### src/rtl/bp_fe_icache_mem_arbiter.sv
`default_nettype none
// ============================================================================
// Module   : bp_fe_icache_mem_arbiter
// Purpose  : Shares the icache data/tag/stat memory write ports between the
//            LCE command engine (port 0) and the fetch pipeline (port 1).
//            Each port presents a bundle of up to three packets. A bundle is
//            granted atomically (all of its requested channels or none).
//            Port 0 has fixed priority. A saturating starvation counter
//            guarantees that port 1 makes forward progress. A lock lets the
//            current winner hold the memories over consecutive cycles.
// Ports    : clk_i, reset_n_i           - clock, async active-low reset
//            req_{data,tag,stat}_pkt_i  - per-port packets, port p at [p*w+:w]
//            req_{data,tag,stat}_v_i    - per-port channel requests
//            req_lock_i                 - per-port lock request
//            req_{data,tag,stat}_yumi_o - per-port packet consumed
//            {data,tag,stat}_mem_pkt_o  - selected packet to the memory
//            {data,tag,stat}_mem_pkt_v_o- packet valid to the memory
//            {data,tag,stat}_mem_ready_i- memory accepts this cycle
//            lock_owner_o               - one-hot lock holder, 0 if unlocked
// Revision : 1.0 - initial release
// ============================================================================
module bp_fe_icache_mem_arbiter #(
   parameter int data_pkt_width_p = 1,
   parameter int tag_pkt_width_p  = 1,
   parameter int stat_pkt_width_p = 1,
   parameter int max_starve_p     = 4
) (
   input  logic                          clk_i,
   input  logic                          reset_n_i,
   input  logic [2*data_pkt_width_p-1:0] req_data_pkt_i,
   input  logic [1:0]                    req_data_v_i,
   input  logic [2*tag_pkt_width_p-1:0]  req_tag_pkt_i,
   input  logic [1:0]                    req_tag_v_i,
   input  logic [2*stat_pkt_width_p-1:0] req_stat_pkt_i,
   input  logic [1:0]                    req_stat_v_i,
   input  logic [1:0]                    req_lock_i,
   output logic [1:0]                    req_data_yumi_o,
   output logic [1:0]                    req_tag_yumi_o,
   output logic [1:0]                    req_stat_yumi_o,
   output logic [data_pkt_width_p-1:0]   data_mem_pkt_o,
   output logic                          data_mem_pkt_v_o,
   input  logic                          data_mem_ready_i,
   output logic [tag_pkt_width_p-1:0]    tag_mem_pkt_o,
   output logic                          tag_mem_pkt_v_o,
   input  logic                          tag_mem_ready_i,
   output logic [stat_pkt_width_p-1:0]   stat_mem_pkt_o,
   output logic                          stat_mem_pkt_v_o,
   input  logic                          stat_mem_ready_i,
   output logic [1:0]                    lock_owner_o
);

   localparam logic [7:0] c_max_starve = 8'(max_starve_p);
   localparam logic [7:0] c_cnt_max    = 8'hFF;

   logic [1:0] r_lock_owner;
   logic [7:0] r_starve_cnt;

   logic [1:0] w_active;
   logic [1:0] w_elig;
   logic [1:0] w_lock;
   logic       w_sel_v;
   logic       w_sel;
   logic       w_gnt;
   logic [1:0] w_win_oh;

   assign w_active = req_data_v_i | req_tag_v_i | req_stat_v_i;

   // A port is eligible only if every channel it requests is ready, which is
   // what makes the bundle grant atomic.
   assign w_elig = w_active
                 & (~req_data_v_i | {2{data_mem_ready_i}})
                 & (~req_tag_v_i  | {2{tag_mem_ready_i}})
                 & (~req_stat_v_i | {2{stat_mem_ready_i}});

   // The lock is only in force while its owner keeps req_lock_i high; dropping
   // it releases the memories in the same cycle.
   assign w_lock = r_lock_owner & req_lock_i;

   always_comb begin
      w_sel_v = 1'b0;
      w_sel   = 1'b0;
      if (w_lock != 2'b00) begin
         if ((w_lock & w_elig) != 2'b00) begin
            w_sel_v = 1'b1;
            w_sel   = w_lock[1];
         end
      end else if ((r_starve_cnt >= c_max_starve) && w_elig[1]) begin
         w_sel_v = 1'b1;
         w_sel   = 1'b1;
      end else if (w_elig[0]) begin
         w_sel_v = 1'b1;
         w_sel   = 1'b0;
      end else if (w_elig[1]) begin
         w_sel_v = 1'b1;
         w_sel   = 1'b1;
      end
   end

   // Reset forces the whole output side idle without waiting for a clock.
   assign w_gnt    = w_sel_v & reset_n_i;
   assign w_win_oh = w_gnt ? {w_sel, ~w_sel} : 2'b00;

   assign req_data_yumi_o = w_win_oh & req_data_v_i;
   assign req_tag_yumi_o  = w_win_oh & req_tag_v_i;
   assign req_stat_yumi_o = w_win_oh & req_stat_v_i;

   assign data_mem_pkt_v_o = |req_data_yumi_o;
   assign tag_mem_pkt_v_o  = |req_tag_yumi_o;
   assign stat_mem_pkt_v_o = |req_stat_yumi_o;

   assign data_mem_pkt_o = !w_gnt ? '0 :
      (w_sel ? req_data_pkt_i[data_pkt_width_p +: data_pkt_width_p]
             : req_data_pkt_i[0 +: data_pkt_width_p]);
   assign tag_mem_pkt_o  = !w_gnt ? '0 :
      (w_sel ? req_tag_pkt_i[tag_pkt_width_p +: tag_pkt_width_p]
             : req_tag_pkt_i[0 +: tag_pkt_width_p]);
   assign stat_mem_pkt_o = !w_gnt ? '0 :
      (w_sel ? req_stat_pkt_i[stat_pkt_width_p +: stat_pkt_width_p]
             : req_stat_pkt_i[0 +: stat_pkt_width_p]);

   assign lock_owner_o = r_lock_owner;

   always_ff @(posedge clk_i or negedge reset_n_i) begin
      if (!reset_n_i) begin
         r_lock_owner <= 2'b00;
         r_starve_cnt <= 8'd0;
      end else begin
         // A winner asking for the lock takes it; otherwise an active lock
         // persists only while its owner keeps asking for it.
         if (w_gnt && req_lock_i[w_sel]) begin
            r_lock_owner <= w_win_oh;
         end else begin
            r_lock_owner <= w_lock;
         end

         // Counts only real port-0 wins against an active port 1, so cycles
         // spent waiting on an idle lock holder do not advance it.
         if (w_gnt && w_sel) begin
            r_starve_cnt <= 8'd0;
         end else if (w_gnt && !w_sel && w_active[1] && (r_starve_cnt != c_cnt_max)) begin
            r_starve_cnt <= r_starve_cnt + 8'd1;
         end
      end
   end

endmodule
`default_nettype wire
### config.mk
export PLATFORM = sky130hd
export DESIGN_NAME = bp_fe_icache_mem_arbiter
export DESIGN_NICKNAME = d
export VERILOG_FILES = /design/src/rtl/bp_fe_icache_mem_arbiter.sv
export SDC_FILE = /design/constraint.sdc
export NUM_CORES = 1
export LEC_CHECK = 0
export BUFFER_PORTS_ARGS = -buffer_cell sky130_fd_sc_hd__buf_4
export CAP_MARGIN = 25
export CORE_MARGIN = 4
export CORE_UTILIZATION = 42
export DETAILED_ROUTE_END_ITERATION = 12
export HOLD_SLACK_MARGIN = 0.03
export PLACE_DENSITY_LB_ADDON = 0.15
export SYNTH_ARGS = -nofsm -noshare
export SYNTH_HDL_FRONTEND = slang
export SYNTH_SLANG_ARGS = --single-unit
export TNS_END_PERCENT = 50
### constraint.sdc
create_clock -name clk_i -period 1.65 [get_ports clk_i]
set_input_delay 0.165 -clock clk_i [delete_from_list [all_inputs] [get_ports clk_i]]
set_output_delay 0.165 -clock clk_i [all_outputs]
set_load 0.005 [all_outputs]
* Yosys cells after proc, flatten, opt, wreduce, memory -nomap -nowiden
Cells that the tools add are included.
Cells by class: $add $sub $neg 1, order comparisons 2, equal/unequal tests 1, mux-type cells 21, bitwise operators 18, reduce and logical (&&, ||, !) cells 13
Operators by type and width (number):
- 1-bit two-way mux | 17
- 2-bit bitwise AND | 8
- 8-bit two-way mux | 2
- 2-bit bitwise OR | 5
- 8-bit by 1-bit adder with 8-bit output (second input constant) | 1
- 8-bit by 3-bit >= comparator with 1-bit output (second input constant) | 1
- 8-bit inequality test (second input constant) | 1
- 1-bit logical AND | 6
- 2-bit inverter | 3
- 2-bit nonzero test | 3
- 2-bit OR reduction | 3
- 2-bit two-way mux | 2
- 1-bit by 2-bit less-than comparator with 1-bit output (second input constant) | 1
- 1-bit bitwise AND | 1
- 1-bit logical NOT | 1
- 1-bit inverter | 1
Word-level totals: register bits after elaboration 10, input port bits 19, output and inout bits 14, logic and storage cells 58

* Depth between registers and ports, before layout
depth in word-level cells 15, gate-level depth with buffers 7, depth with buffers taken out 7

* Worst setup path before layout
OpenSTA, ideal clock, no wires.
kind reg-to-output, start register r_starve_cnt[5], end output port tag_mem_pkt_v_o, data arrival time 1647 ps, required time 1485 ps, slack -162 ps, stages on the path, launching flop included 8, path buffers 1, cell sequence dfrtp_1 -> nor4_1 -> and2_1 -> a31oi_1 -> and3_1 -> buf_6 -> and2_1 -> or2_1
On the way: longest elaborated chain between the ends 8, elaborated cells on any way between the ends 11, those cells by class order compare (1); mux (5); bitwise (3); reduce/logical (2)
RTL lines:
- from (decl) | line 56 | logic [7:0] r_starve_cnt;
- from (signal assigned) | line 141 | r_starve_cnt <= r_starve_cnt + 8'd1;
- 8-bit by 3-bit >= comparator with 1-bit output * | line 87 | end else if ((r_starve_cnt >= c_max_starve) && w_elig[1]) begin
- 1-bit logical AND * | line 87
- 1-bit two-way mux | line 87
- 1-bit two-way mux | line 82 | if (w_lock != 2'b00) begin
- 1-bit bitwise AND | line 100 | assign w_gnt = w_sel_v & reset_n_i;
- 2-bit two-way mux * | line 101 | assign w_win_oh = w_gnt ? {w_sel, ~w_sel} : 2'b00;
- 2-bit bitwise AND * | line 104 | assign req_tag_yumi_o = w_win_oh & req_tag_v_i;
- named net req_tag_yumi_o[1] | line 38 | output logic [1:0] req_tag_yumi_o,
- 2-bit OR reduction * | line 108 | assign tag_mem_pkt_v_o = |req_tag_yumi_o;
- to (decl) | line 44 | output logic tag_mem_pkt_v_o,
Mark *: on every way through the listed nets, which the timed path passes. The rest lies on a longest branch.

* Worst setup path in the final report
start register r_starve_cnt[2], end output port stat_mem_pkt_v_o
On the way: longest elaborated chain between the ends 8, elaborated cells on any way between the ends 11, those cells by class order compare (1); mux (5); bitwise (3); reduce/logical (2)
RTL lines:
- 8-bit by 3-bit >= comparator with 1-bit output * | line 87
- 1-bit logical AND * | line 87
- 1-bit two-way mux | line 87
- 1-bit two-way mux | line 82
- 1-bit bitwise AND / 1-bit inverter (equally long branches) | line 100, 101
- 2-bit two-way mux * | line 101
- 2-bit bitwise AND * | line 105 | assign req_stat_yumi_o = w_win_oh & req_stat_v_i;
- 2-bit OR reduction * | line 109 | assign stat_mem_pkt_v_o = |req_stat_yumi_o;
- to (decl) | line 47 | output logic stat_mem_pkt_v_o,
Mark *: on every way between the ends. The rest lies on a longest branch, timed or not.

==> flow_summary.json <==
{
  "maxCapViolCount": 0,
  "htree_levels": 1,
  "yosys_warnings": 0,
  "power.static_leakage_uw": 0.000722,
  "drt_pass1_iterations": 5,
  "timing.final.crit_share": 1.30,
  "worstReg2RegStart": "r_starve_cnt[2]$_DFFE_PN0P_",
  "via_count": 1013,
  "power.density_nw_per_um2": 745,
  "die_y_um": 51.9,
  "numCtsBuffers": 3,
  "synth_cell_type_count": 30,
  "grt_max_degree": 11,
  "slew_viol_final": 0,
  "synth_top_area_share": 0.309,
  "register_area_um2": 250,
  "die_x_um": 51.9,
  "antenna_found_initial": 0,
  "ir_drop_mv": 0.589,
  "wl_mm": 2.83,
  "initial_core_util": 0.454,
  "worstPathArrival_ps": 1980,
  "drive_gt1_frac": 0.584,
  "hpwl_mm": 1.88,
  "yosys.area.top_type": "dfrtp_1",
  "status": "finished, violations left",
  "failed_checks": "negative setup slack",
  "synth_area_um2": 810,
  "setup_viol": 18,
  "ys_ff_latch": 10,
  "rr_endpoint": "r_starve_cnt[0]$_DFFE_PN0P_",
  "crit_start": "r_starve_cnt[2]$_DFFE_PN0P_",
  "final_common_cell": "buf_4",
  "core-area_um2": 1780,
  "crit_fanout": 5,
  "num_antenna_cells": 0,
  "fill_cells": 103,
  "clkSlewWorstSetupHoldPaths_ps": 70,
  "nNetsFinal": 183,
  "timing.hold.ws_ps": 138,
  "gp_congestion": 0.863,
  "max_slew_margin": 0.685,
  "critPathCapture": "stat_mem_pkt_v_o",
  "finalPower_uw": 1090,
  "track_usage": 0.215,
  "critical_path_class": "flip-flop to output port",
  "numPortBuffers": 32,
  "num_rows": 15,
  "vias_per_cell": 5.45,
  "cts_tree": "built",
  "ioPinCount": 33,
  "drc": 0,
  "ys_seq_area_frac": 0.309,
  "clock-sinks": 10,
  "dp_cells": 177,
  "wl_per_cell_um": 15.2,
  "fmax_ghz": 0.465,
  "tightest_slew_ps": 471,
  "setup_ws_ps": -500,
  "required_ps": 1480,
  "grt_pass1_vias": 979,
  "die_area_um2": 2690,
  "crit_path_start_kind": "flip-flop",
  "synth_nets": 116,
  "finalHoldViolCount": 0,
  "clkLatencyLatePin_ps": 270,
  "syn_avg_cell_area_um2": 8.52,
  "multi_input_area_um2": 651,
  "grt_overflow": 0,
  "synth.area.top_cells": "dfrtp_1, nand2_1, a22o_1, and2_1, a31oi_1",
  "mostFrequentLayoutCells": "buf_4, dfrtp_1, nand2_1, and2_4, nor2_1",
  "grt_setup_unrepaired": "true",
  "rrSetupSlack_ps": -150,
  "place_ws_ps": -268,
  "cts.path.max_buffers": 2,
  "skew_ps": 5.30,
  "drt.antenna.violating_nets": 0,
  "syn_to_final_growth_pct": 81.1,
  "hp-class": "input port to flip-flop",
  "min_period_ps": 2150,
  "cts_root_buf": "clkbuf_4",
  "synth_cells": 95,
  "rr_worst_depth": 8,
  "post_dp_cell_area_um2": 1270,
  "grt_pass1_wl_mm": 4.40,
  "finish.instance_area_um2": 1470,
  "initialDrtViolationCount": 34,
  "setup.worst_path.end_class": "output port",
  "instances_no_fill": 186
}
[through the flow]
stage / TNS (ps) / utilization
floorplan: -466 / -
global placement: -3270 / 0.714
detailed placement: -3940 / 0.714
CTS: -4730 / 0.793
global route: -7210 / 0.822
finish: -5270 / 0.822
[cell type report]
| cell class | count | share of cell area |
|---|---|---|
| Tap cell | 25 | 0.0213 |
| Inverter | 3 | 0.00768 |
| Timing Repair Buffer | 63 | 0.332 |
| Sequential cell | 10 | 0.171 |
| Clock buffer | 4 | 0.0247 |
| Multi-Input combinational cell | 81 | 0.444 |
[layer usage]
layer / track usage / wire (um)
met2: 0.362 / 1520
met4: 0.0480 / 63
met3: 0.0544 / 141
met5: 0 / 0
met1: 0.273 / 1100
[cells in the mapped netlist (all sizes together)]
| library cell | count |
|---|---|
| nor3 | 5 |
| a41o | 1 |
| and2 | 9 |
| o21a | 1 |
| or2 | 3 |
| a21oi | 4 |
| xnor2 | 3 |
| nand3 | 4 |
| a2111oi | 2 |
| nor4 | 2 |
| nor2 | 7 |
| nand2 | 12 |
| a22o | 5 |
| buf | 1 |
| a31oi | 5 |
| o21ai | 3 |
| inv | 3 |
| a41oi | 1 |
| mux2 | 1 |
| ha | 2 |
| nor2b | 5 |
| a31o | 1 |
| o2111ai | 1 |
| dfrtp | 10 |
| and3 | 4 |
[worst max-delay path, stage by stage, from the launching register on]
cell and delay, ps:
dfrtp_1 420, nor4_4 310, and2_1 180, a31oi_1 110, and3_4 210, and2_4 160
or2_1 200, buf_4 130
[how the worst min path moves through the flow]
stage,from,endpoint,slack [ps],cells after the start
floorplan,reset_n_i,lock_owner_o[0]$_DFF_PN0_,-130,0
global placement,reset_n_i,r_starve_cnt[3]$_DFFE_PN0P_,10,1
detailed placement,reset_n_i,r_starve_cnt[3]$_DFFE_PN0P_,20,1
CTS,req_lock_i[0],lock_owner_o[0]$_DFF_PN0_,140,2
global route,req_lock_i[0],lock_owner_o[0]$_DFF_PN0_,140,2
finish,req_lock_i[0],lock_owner_o[0]$_DFF_PN0_,140,2
[cells by family after synthesis]
family          count (synthesis)  synth area share
simple gates                   51             0.343
compound gates                 24             0.243
flops                          10             0.309
buf+inv                         4            0.0278
xor+xnor                        3            0.0325
fa+ha+maj                       2            0.0309
mux                             1            0.0139
[timing repair]
| item | 4_1_cts | 5_1_grt |
|---|---|---|
| hold buffers | 1 | 0 |
| pin swaps | 14 | 5 |
| gates resized for setup | 21 | 8 |
| setup buffers | 3 | 1 |
| endpoints found under the setup margin | 21 | 22 |
| endpoints found under the hold margin | 10 | 0 |
[report_power, final]
| group | switching (uW) | total [uW] | internal, uW | leakage [uW] |
|---|---|---|---|---|
| logic | 236 | 556 | 320 | 0.000567 |
| clock network | 87.8 | 222 | 134 | 0.0000210 |
| registers | 32.9 | 314 | 281 | 0.000135 |
| total | 357 | 1090 | 735 | 0.000722 |
[sequential cells by signal (all words and copies together), names as in the netlist]
register and count:
r_starve_cnt 8, lock_owner_o 2
Note: power is estimated with default switching activity, not from simulation.
